## config.mk

```make
export PLATFORM = sky130hd
export DESIGN_NAME = alu_pipe
export DESIGN_NICKNAME = d
export VERILOG_FILES = /design/src/rtl/alu_pipe.sv
export SDC_FILE = /design/constraint.sdc
export NUM_CORES = 1
export LEC_CHECK = 0
export BUFFER_PORTS_ARGS = -buffer_cell sky130_fd_sc_hd__buf_2
export CAP_MARGIN = 5
export CORE_AREA = 3 3 164 166
export CTS_BUF_LIST = sky130_fd_sc_hd__clkbuf_4
export DETAILED_ROUTE_END_ITERATION = 8
export DIE_AREA = 0 0 167 169
export GPL_TIMING_DRIVEN = 0
export PLACE_DENSITY = 0.57
export SLEW_MARGIN = 25
export SYNTH_ARGS = -nofsm -noshare
export SYNTH_HDL_FRONTEND = slang
export SYNTH_SLANG_ARGS = --single-unit
```

## constraint.sdc

```tcl
create_clock -name clk -period 1.8 [get_ports clk]
set_input_delay 0.36 -clock clk [delete_from_list [all_inputs] [get_ports clk]]
set_output_delay 0.36 -clock clk [all_outputs]
set_load 0.01 [all_outputs]
```

## src/rtl/alu_pipe.sv

```systemverilog
// Single-stage registered ALU: shifts, logic ops, add/sub with signed overflow,
// and set-on-compare, with results captured only on valid input cycles.
module alu_pipe (
   input  logic        clk,
   input  logic        rst_n,
   input  logic        in_valid,
   input  logic [0:31] A,
   input  logic [0:31] B,
   input  logic [0:2]  ALUOp,
   input  logic [0:1]  ALUCruft,
   output logic [0:31] R,
   output logic        ovf,
   output logic        out_valid
);

   typedef enum logic [2:0] {
      OP_SHIFT = 3'b000,
      OP_AND   = 3'b001,
      OP_OR    = 3'b010,
      OP_XOR   = 3'b011,
      OP_ADDSUB= 3'b100,
      OP_EQ    = 3'b101,
      OP_LT    = 3'b110,
      OP_GT    = 3'b111
   } op_e;

   // Ports use ascending ranges with bit 0 as MSB; internally everything is
   // handled as conventional [31:0] so arithmetic reads naturally.
   logic [31:0] a, b;
   logic [2:0]  op_raw;
   op_e         op;
   logic        c0, c1;

   assign a      = A;
   assign b      = B;
   assign op_raw = ALUOp;
   assign op     = op_e'(op_raw);
   assign c0     = ALUCruft[0];
   assign c1     = ALUCruft[1];

   logic [4:0]  shamt;
   logic [31:0] sll_res, srl_res, sra_res, shift_res;

   assign shamt   = b[4:0];
   assign sll_res = a << shamt;
   assign srl_res = a >> shamt;
   assign sra_res = $signed(a) >>> shamt;

   // c1 selects a right shift; c0 then picks sign fill over zero fill.
   always_comb begin
      shift_res = sll_res;
      if (c1) begin
         shift_res = c0 ? sra_res : srl_res;
      end
   end

   // Subtraction is a + ~b + 1 so one adder and one overflow rule serve both.
   logic [31:0] b_eff, sum;
   logic        add_ovf;

   assign b_eff   = c0 ? ~b : b;
   assign sum     = a + b_eff + {31'b0, c0};
   assign add_ovf = (a[31] == b_eff[31]) && (sum[31] != a[31]);

   logic eq, lt_s, lt_u, gt_s, gt_u, lt, gt;

   assign eq   = (a == b);
   assign lt_s = ($signed(a) < $signed(b));
   assign gt_s = ($signed(a) > $signed(b));
   assign lt_u = (a < b);
   assign gt_u = (a > b);
   assign lt   = c1 ? lt_u : lt_s;
   assign gt   = c1 ? gt_u : gt_s;

   logic [31:0] res_d, res_q;
   logic        ovf_d, ovf_q;
   logic        vld_q;

   always_comb begin
      res_d = '0;
      ovf_d = 1'b0;
      unique case (op)
         OP_SHIFT:  res_d = shift_res;
         OP_AND:    res_d = a & b;
         OP_OR:     res_d = a | b;
         OP_XOR:    res_d = a ^ b;
         OP_ADDSUB: begin
            res_d = sum;
            ovf_d = add_ovf;
         end
         OP_EQ:     res_d = {31'b0, (c0 ? eq : ~eq)};
         OP_LT:     res_d = {31'b0, (c0 ? lt : ~lt)};
         OP_GT:     res_d = {31'b0, (c0 ? gt : ~gt)};
         default:   res_d = '0;
      endcase
   end

   always_ff @(posedge clk or negedge rst_n) begin
      if (!rst_n) begin
         res_q <= '0;
         ovf_q <= 1'b0;
         vld_q <= 1'b0;
      end else begin
         vld_q <= in_valid;
         if (in_valid) begin
            res_q <= res_d;
            ovf_q <= ovf_d;
         end
      end
   end

   assign R         = res_q;
   assign ovf       = ovf_q;
   assign out_valid = vld_q;

endmodule

```

## Word level (Yosys, flattened, before mapping)

Index checks and enable logic that the tools add are counted.

| cells by class | value |
|---|---|
| bitwise logic cells | 7 |
| equality and inequality tests | 10 |
| mux-type cells | 10 |
| shifts and indexed selects | 3 |
| order comparisons | 4 |
| $add $sub $neg | 2 |
| reductions and logical operators | 2 |

Operators by type and width:

| cell | number |
|---|---|
| $pmux 32 s8 | 1 |
| $mux 32 | 3 |
| $gt 32x32->1 | 2 |
| $lt 32x32->1 | 2 |
| $add 32x1->32 | 1 |
| $add 32x32->32 | 1 |
| $and 32x32->32 | 1 |
| $eq 32x32->1 | 1 |
| $not 32->32 | 1 |
| $or 32x32->32 | 1 |
| $shl 32x5->32 | 1 |
| $shr 32x5->32 | 1 |
| $sshr 32x5->32 | 1 |
| $xor 32x32->32 | 1 |
| $eq 3x3->1 const B | 4 |
| $eq 3x2->1 const B | 2 |
| $mux 1 | 6 |
| $eq 3x1->1 const B | 1 |
| $logic_not 3->1 | 1 |
| $not 1->1 | 3 |
| $eq 1x1->1 | 1 |
| $logic_and 1x1->1 | 1 |
| $ne 1x1->1 | 1 |

| word-level totals | value |
|---|---|
| input bits | 72 |
| logic and storage cells | 41 |
| register bits after elaboration | 34 |
| output and inout port bits | 34 |

## Longest topological paths before layout

| logic depth | value |
|---|---|
| depth in word-level cells | 7 |
| gate-level depth with buffers | 16 |
| gate-level depth less buffers | 12 |

## Worst setup path before layout

No wires, ideal clock.

| timing | value |
|---|---|
| path type | input to register |
| start point | in B[28] in the netlist's numbering |
| end point | reg res_q[31] (netlist: R[0]) |
| arrival | 3.614 ns |
| required time | 1.678 ns |
| path buffers | 4 |
| setup slack | -1.936 ns |
| stages | 15 |
| library setup time | 0.122 ns |
| cells stage by stage | clkbuf_1 > clkbuf_1 > buf_1 > buf_1 > xor2_1 > ha_1 > nor3_1 > nor3_1 > a21oi_1 > o211ai_1 > a31oi_1 > o21bai_1 > a31oi_1 > nor3b_1 > a2111oi_1 |

| on the way | value |
|---|---|
| word-level cells in the longest chain between the ends | 5 |
| elaborated cells on any way between the ends | 10 |
| those cells by class | add/sub: 2; shift: 3; mux: 4; bitwise: 1 |

RTL lines:

| element | line | text |
|---|---|---|
| start: declaration | 8 | `input logic [0:31] B,` |
| $not 32->32 | 61 | `assign b_eff = c0 ? ~b : b;` |
| $mux 32 | 61 |  |
| $add 32x32->32 | 62 | `assign sum = a + b_eff + {31'b0, c0};` |
| $add 32x1->32 | 62 |  |
| $pmux 32 s8 * | 82 | `unique case (op)` |
| end signal: assignment | 106 | `res_q <= res_d;` |
| end: declaration | 75 | `logic [31:0] res_d, res_q;` |

Mark *: on every way between the ends. The rest lies on a longest branch, timed or not.
A chain may end at the register's enable or synchronous reset.

## Worst setup path in the final report

| timing | value |
|---|---|
| start point | in ALUCruft[0] in the netlist's numbering |
| end point | reg res_q[31] (netlist: R[0]) |

| on the way | value |
|---|---|
| word-level cells in the longest chain between the ends | 4 |
| elaborated cells on any way between the ends | 6 |
| those cells by class | add/sub: 2; mux: 4 |

RTL lines:

| element | line | text |
|---|---|---|
| start: declaration | 10 | `input logic [0:1] ALUCruft,` |
| $mux 32 | 61 |  |
| $add 32x32->32 | 62 |  |
| $add 32x1->32 | 62 |  |
| $pmux 32 s8 * | 82 |  |

Marks and branches as above.

==> results.sh <==
export IMPL_outcome="finished with violations"
export IMPL_violations="setup timing"
export IMPL_vias=11400
export IMPL_antenna_found_initial=2
export IMPL_max_cap_violations=0
export IMPL_max_slew_margin_rel_pct=26.6
export IMPL_fillers=2499
export IMPL_root_buffer="clkbuf_4"
export IMPL_cp_max_fo=8
export IMPL_fin_crit_ns=3.03
export IMPL_core_area_um2=25800
export IMPL_grt_usage_pct=34.8
export IMPL_place_ws_ns=-2.33
export IMPL_async_flop_share_pct=100
export IMPL_required_ns=2.03
export IMPL_clk_pin_slew_worst_paths_ns=0.11
export IMPL_yosysTopAreaCell="ha_1"
export IMPL_seqCellArea_um2=851
export IMPL_drtIter0Drc=1625
export IMPL_synth_edf_count=0
export IMPL_syn_avg_cell_area_um2=7.81
export IMPL_vias_per_cell=6.48
export IMPL_setup_viol=33
export IMPL_syn_num_nets=1433
export IMPL_crit_path_start_kind="primary input"
export IMPL_final_net_count=1626
export IMPL_syn2layout_area_growth_pct=36.5
export IMPL_clock_latency_ns=0.34
export IMPL_cts_buffers=5
export IMPL_path_class="in2reg"
export IMPL_yosysSeqAreaShare_pct=8.84
export IMPL_hold_viol_final=0
export IMPL_dpl_hpwl_um=38800
export IMPL_die_w_um=167
export IMPL_crit_arrival_ns=3.26
export IMPL_max_freq_mhz=330
export IMPL_h_tree_depth=2
export IMPL_grt_max_degree=35
export IMPL_fin_ws_ns=-1.23
export IMPL_start_util_pct=37.4
export IMPL_hp_class="in2async"
export IMPL_post_route_drc_count=0
export IMPL_grt_pass1_wl_um=74000
export IMPL_finalWirelength_um=51300
export IMPL_endpoint_kind="flip-flop"
export IMPL_yosysUniqueCellTypes=82
export IMPL_ys_warn_count=0
export IMPL_worst_pin_slew_ns=1.09
export IMPL_portBuffers=104
export IMPL_synth_seq_cells=34
export IMPL_postCtsHoldBufs=0
export IMPL_synthCells=1233
export IMPL_rsz0062_at_grt="true"
export IMPL_die_h_um=169
export IMPL_drive_above_1_share_pct=34.1
export IMPL_numClockSinks=34
export IMPL_p_per_area_nw_per_um2=483
export IMPL_final_cells=1763
export IMPL_leakagePower_nw=5.70
export IMPL_tritoncts="yes"
export IMPL_slew_violations=0
export IMPL_post_place_cells=1672
export IMPL_power_total_w=0.00635
export IMPL_io_pins=106
export IMPL_final_antenna_net_count=0
export IMPL_finalClockSkew_ns=0
export IMPL_final_util_pct=51.0
export IMPL_grt_ovfl_total=0
export IMPL_yosys_area_top_type_share_pct=16.5
export IMPL_setup_tns_ns=-32.44
export IMPL_multiInputGateArea_um2=9120
export IMPL_yosys_most_used_dff="dfrtp_1"
export IMPL_fin_crit_sh_pct=168
export IMPL_first_global_vias=10800
export IMPL_gp_congestion=1.05
export IMPL_die_area_um2=28200
export IMPL_cts_max_path_buffers=2
export IMPL_dr_pass1_iters=6
export IMPL_peakVddDrop_uv=353
export IMPL_post_drt_wl_per_cell_um=29.1
export IMPL_num_rows=59
export IMPL_synthTopCellsByArea="ha_1 (17%), mux4_2 (14%), dfrtp_1 (8.8%)"
export IMPL_netlist_area_um2=9620
export IMPL_regToRegSetupSlack_ns=0.89
-- placed cells by master, fill, tap and decap left out, types with 11 or more instances in the layout --
cell / netlist / final
inv_1: 87 / 80
a21oi_1: 105 / 82
a21oi_2: 0 / 20
o22ai_1: 33 / 25
a22oi_1: 15 / 14
nand2_1: 70 / 68
clkbuf_4: 0 / 11
o211ai_1: 19 / 19
ha_1: 127 / 110
mux4_2: 60 / 60
o21ai_0: 58 / 46
mux2i_1: 40 / 36
clkbuf_1: 47 / 27
nor2_1: 160 / 157
nor3_1: 28 / 21
xor2_1: 39 / 27
buf_6: 2 / 22
clkbuf_8: 11 / 13
o21ai_2: 0 / 12
o21ai_1: 37 / 33
dfrtp_1: 34 / 34
o221ai_1: 16 / 11
buf_2: 12 / 86
buf_4: 3 / 73
buf_12: 0 / 18
a31oi_1: 19 / 12
a21o_1: 13 / 13
nand2b_1: 11 / 11
-- where the power goes --
group | switching, W | internal, W | total (W) | leakage [nW]
registers | 0.0000627 | 0.000866 | 0.000929 | 0.421
logic | 0.00289 | 0.00211 | 0.00500 | 5.25
clock network | 0.000256 | 0.000162 | 0.000418 | 0.0331
-- synth_stat cells, drive strengths merged (3+ instances only) --
cell       n
nor2     160
ha       127
a21oi    105
o21ai     95
inv       90
nand2     70
mux4      60
clkbuf    58
mux2i     40
xor2      39
dfrtp     34
o22ai     33
nor3      28
buf       27
xnor2     20
a31oi     19
o211ai    19
o221ai    16
a22oi     15
a21o      13
nand2b    11
nand3     11
or3       11
nor2b     10
a211oi     9
and3       9
o21a       8
o311ai     7
mux2       6
nor4       6
o31ai      6
a211o      5
o311a      5
a221oi     4
a22o       4
a2111oi    3
a32oi      3
and2       3
clkinv     3
nor3b      3
o21bai     3
o22a       3
o2bb2ai    3
-- critical path, stage by stage --
cell and delay [ns]:
buf_12 0.10, clkbuf_16 0.14, buf_12 0.14, clkbuf_16 0.16
xor2_1 0.16, ha_1 0.32, buf_6 0.14, a21oi_2 0.16
o21ai_2 0.08, a21oi_2 0.26, o211ai_1 0.14, buf_4 0.18
a31oi_4 0.23, o21bai_4 0.10, a31oi_4 0.18, nor3b_2 0.08
a2111oi_4 0.30
-- routing by layer --
metal / global-route usage [%] / part of all wire, % / vias up
met5: 0 / 0.025 / -
met4: 9.90 / 3.7 / 2
met3: 8.06 / 11 / 109
met2: 53.3 / 44 / 750
met1: 49.1 / 41 / 5634
li1: - / - / 4933
-- cell type report --
cell class / instances / area share (%)
buffer: 84 / 7.32
timing repair buffer: 187 / 10.3
multi-input combinational: 1021 / 69.5
clock inverter: 2 / 0.0667
antenna: 1 / 0.0191
sequential: 34 / 6.48
inverter: 93 / 2.86
tap: 335 / 3.19
clock buffer: 6 / 0.343
-- metrics by stage --
stage                     hold slack, ns  area, µm²
after floorplan                   0.0644      10000
after global placement             0.466      11000
after detailed placement           0.464      11000
after CTS                         0.0878      12500
after global routing               0.124      13100
final                             0.0695      13100
-- timing repair --
action,in CTS,in global routing
resized for setup,215,92
buffers inserted,69,21
gates cloned,2,0
endpoints found under the setup margin,33,33
pin swaps,81,82
-- flip-flops by register name, indices dropped and copies added (netlist names) --
name and flops:
R 32, ovf 1, out_valid 1
-- path summary, 6_finish.rpt --
kind                                         from                  end  cells after the start
worst min register to register  R[16]$_DFFE_PN0P_    R[16]$_DFFE_PN0P_                      2
min in group clk                         in_valid  out_valid$_DFF_PN0_                      1
max in group asynchronous                   rst_n    R[12]$_DFFE_PN0P_                      1
worst max-delay path                  ALUCruft[0]     R[0]$_DFFE_PN0P_                     17
worst min-delay path                        rst_n    R[14]$_DFFE_PN0P_                      1
worst max register to register   R[0]$_DFFE_PN0P_     R[0]$_DFFE_PN0P_                      2
-- cells by family (layout without fill, tap and decap cells) --
| family | Yosys count | count (layout) | share of synthesized area [%] |
|---|---|---|---|
| XOR/XNOR | 59 | 59 | 5.37 |
| buffers and inverters | 178 | 372 | 8.52 |
| flip-flops | 34 | 34 | 8.84 |
| other | 0 | 1 | 0 |
| adder cells (fa/ha/maj) | 128 | 128 | 16.7 |
| multiplexers | 106 | 106 | 18.9 |
| AND/OR/NAND/NOR | 332 | 332 | 15.3 |
| AO/OA/AOI/OAI | 396 | 396 | 26.3 |
Power figures use the tool's default switching activity.
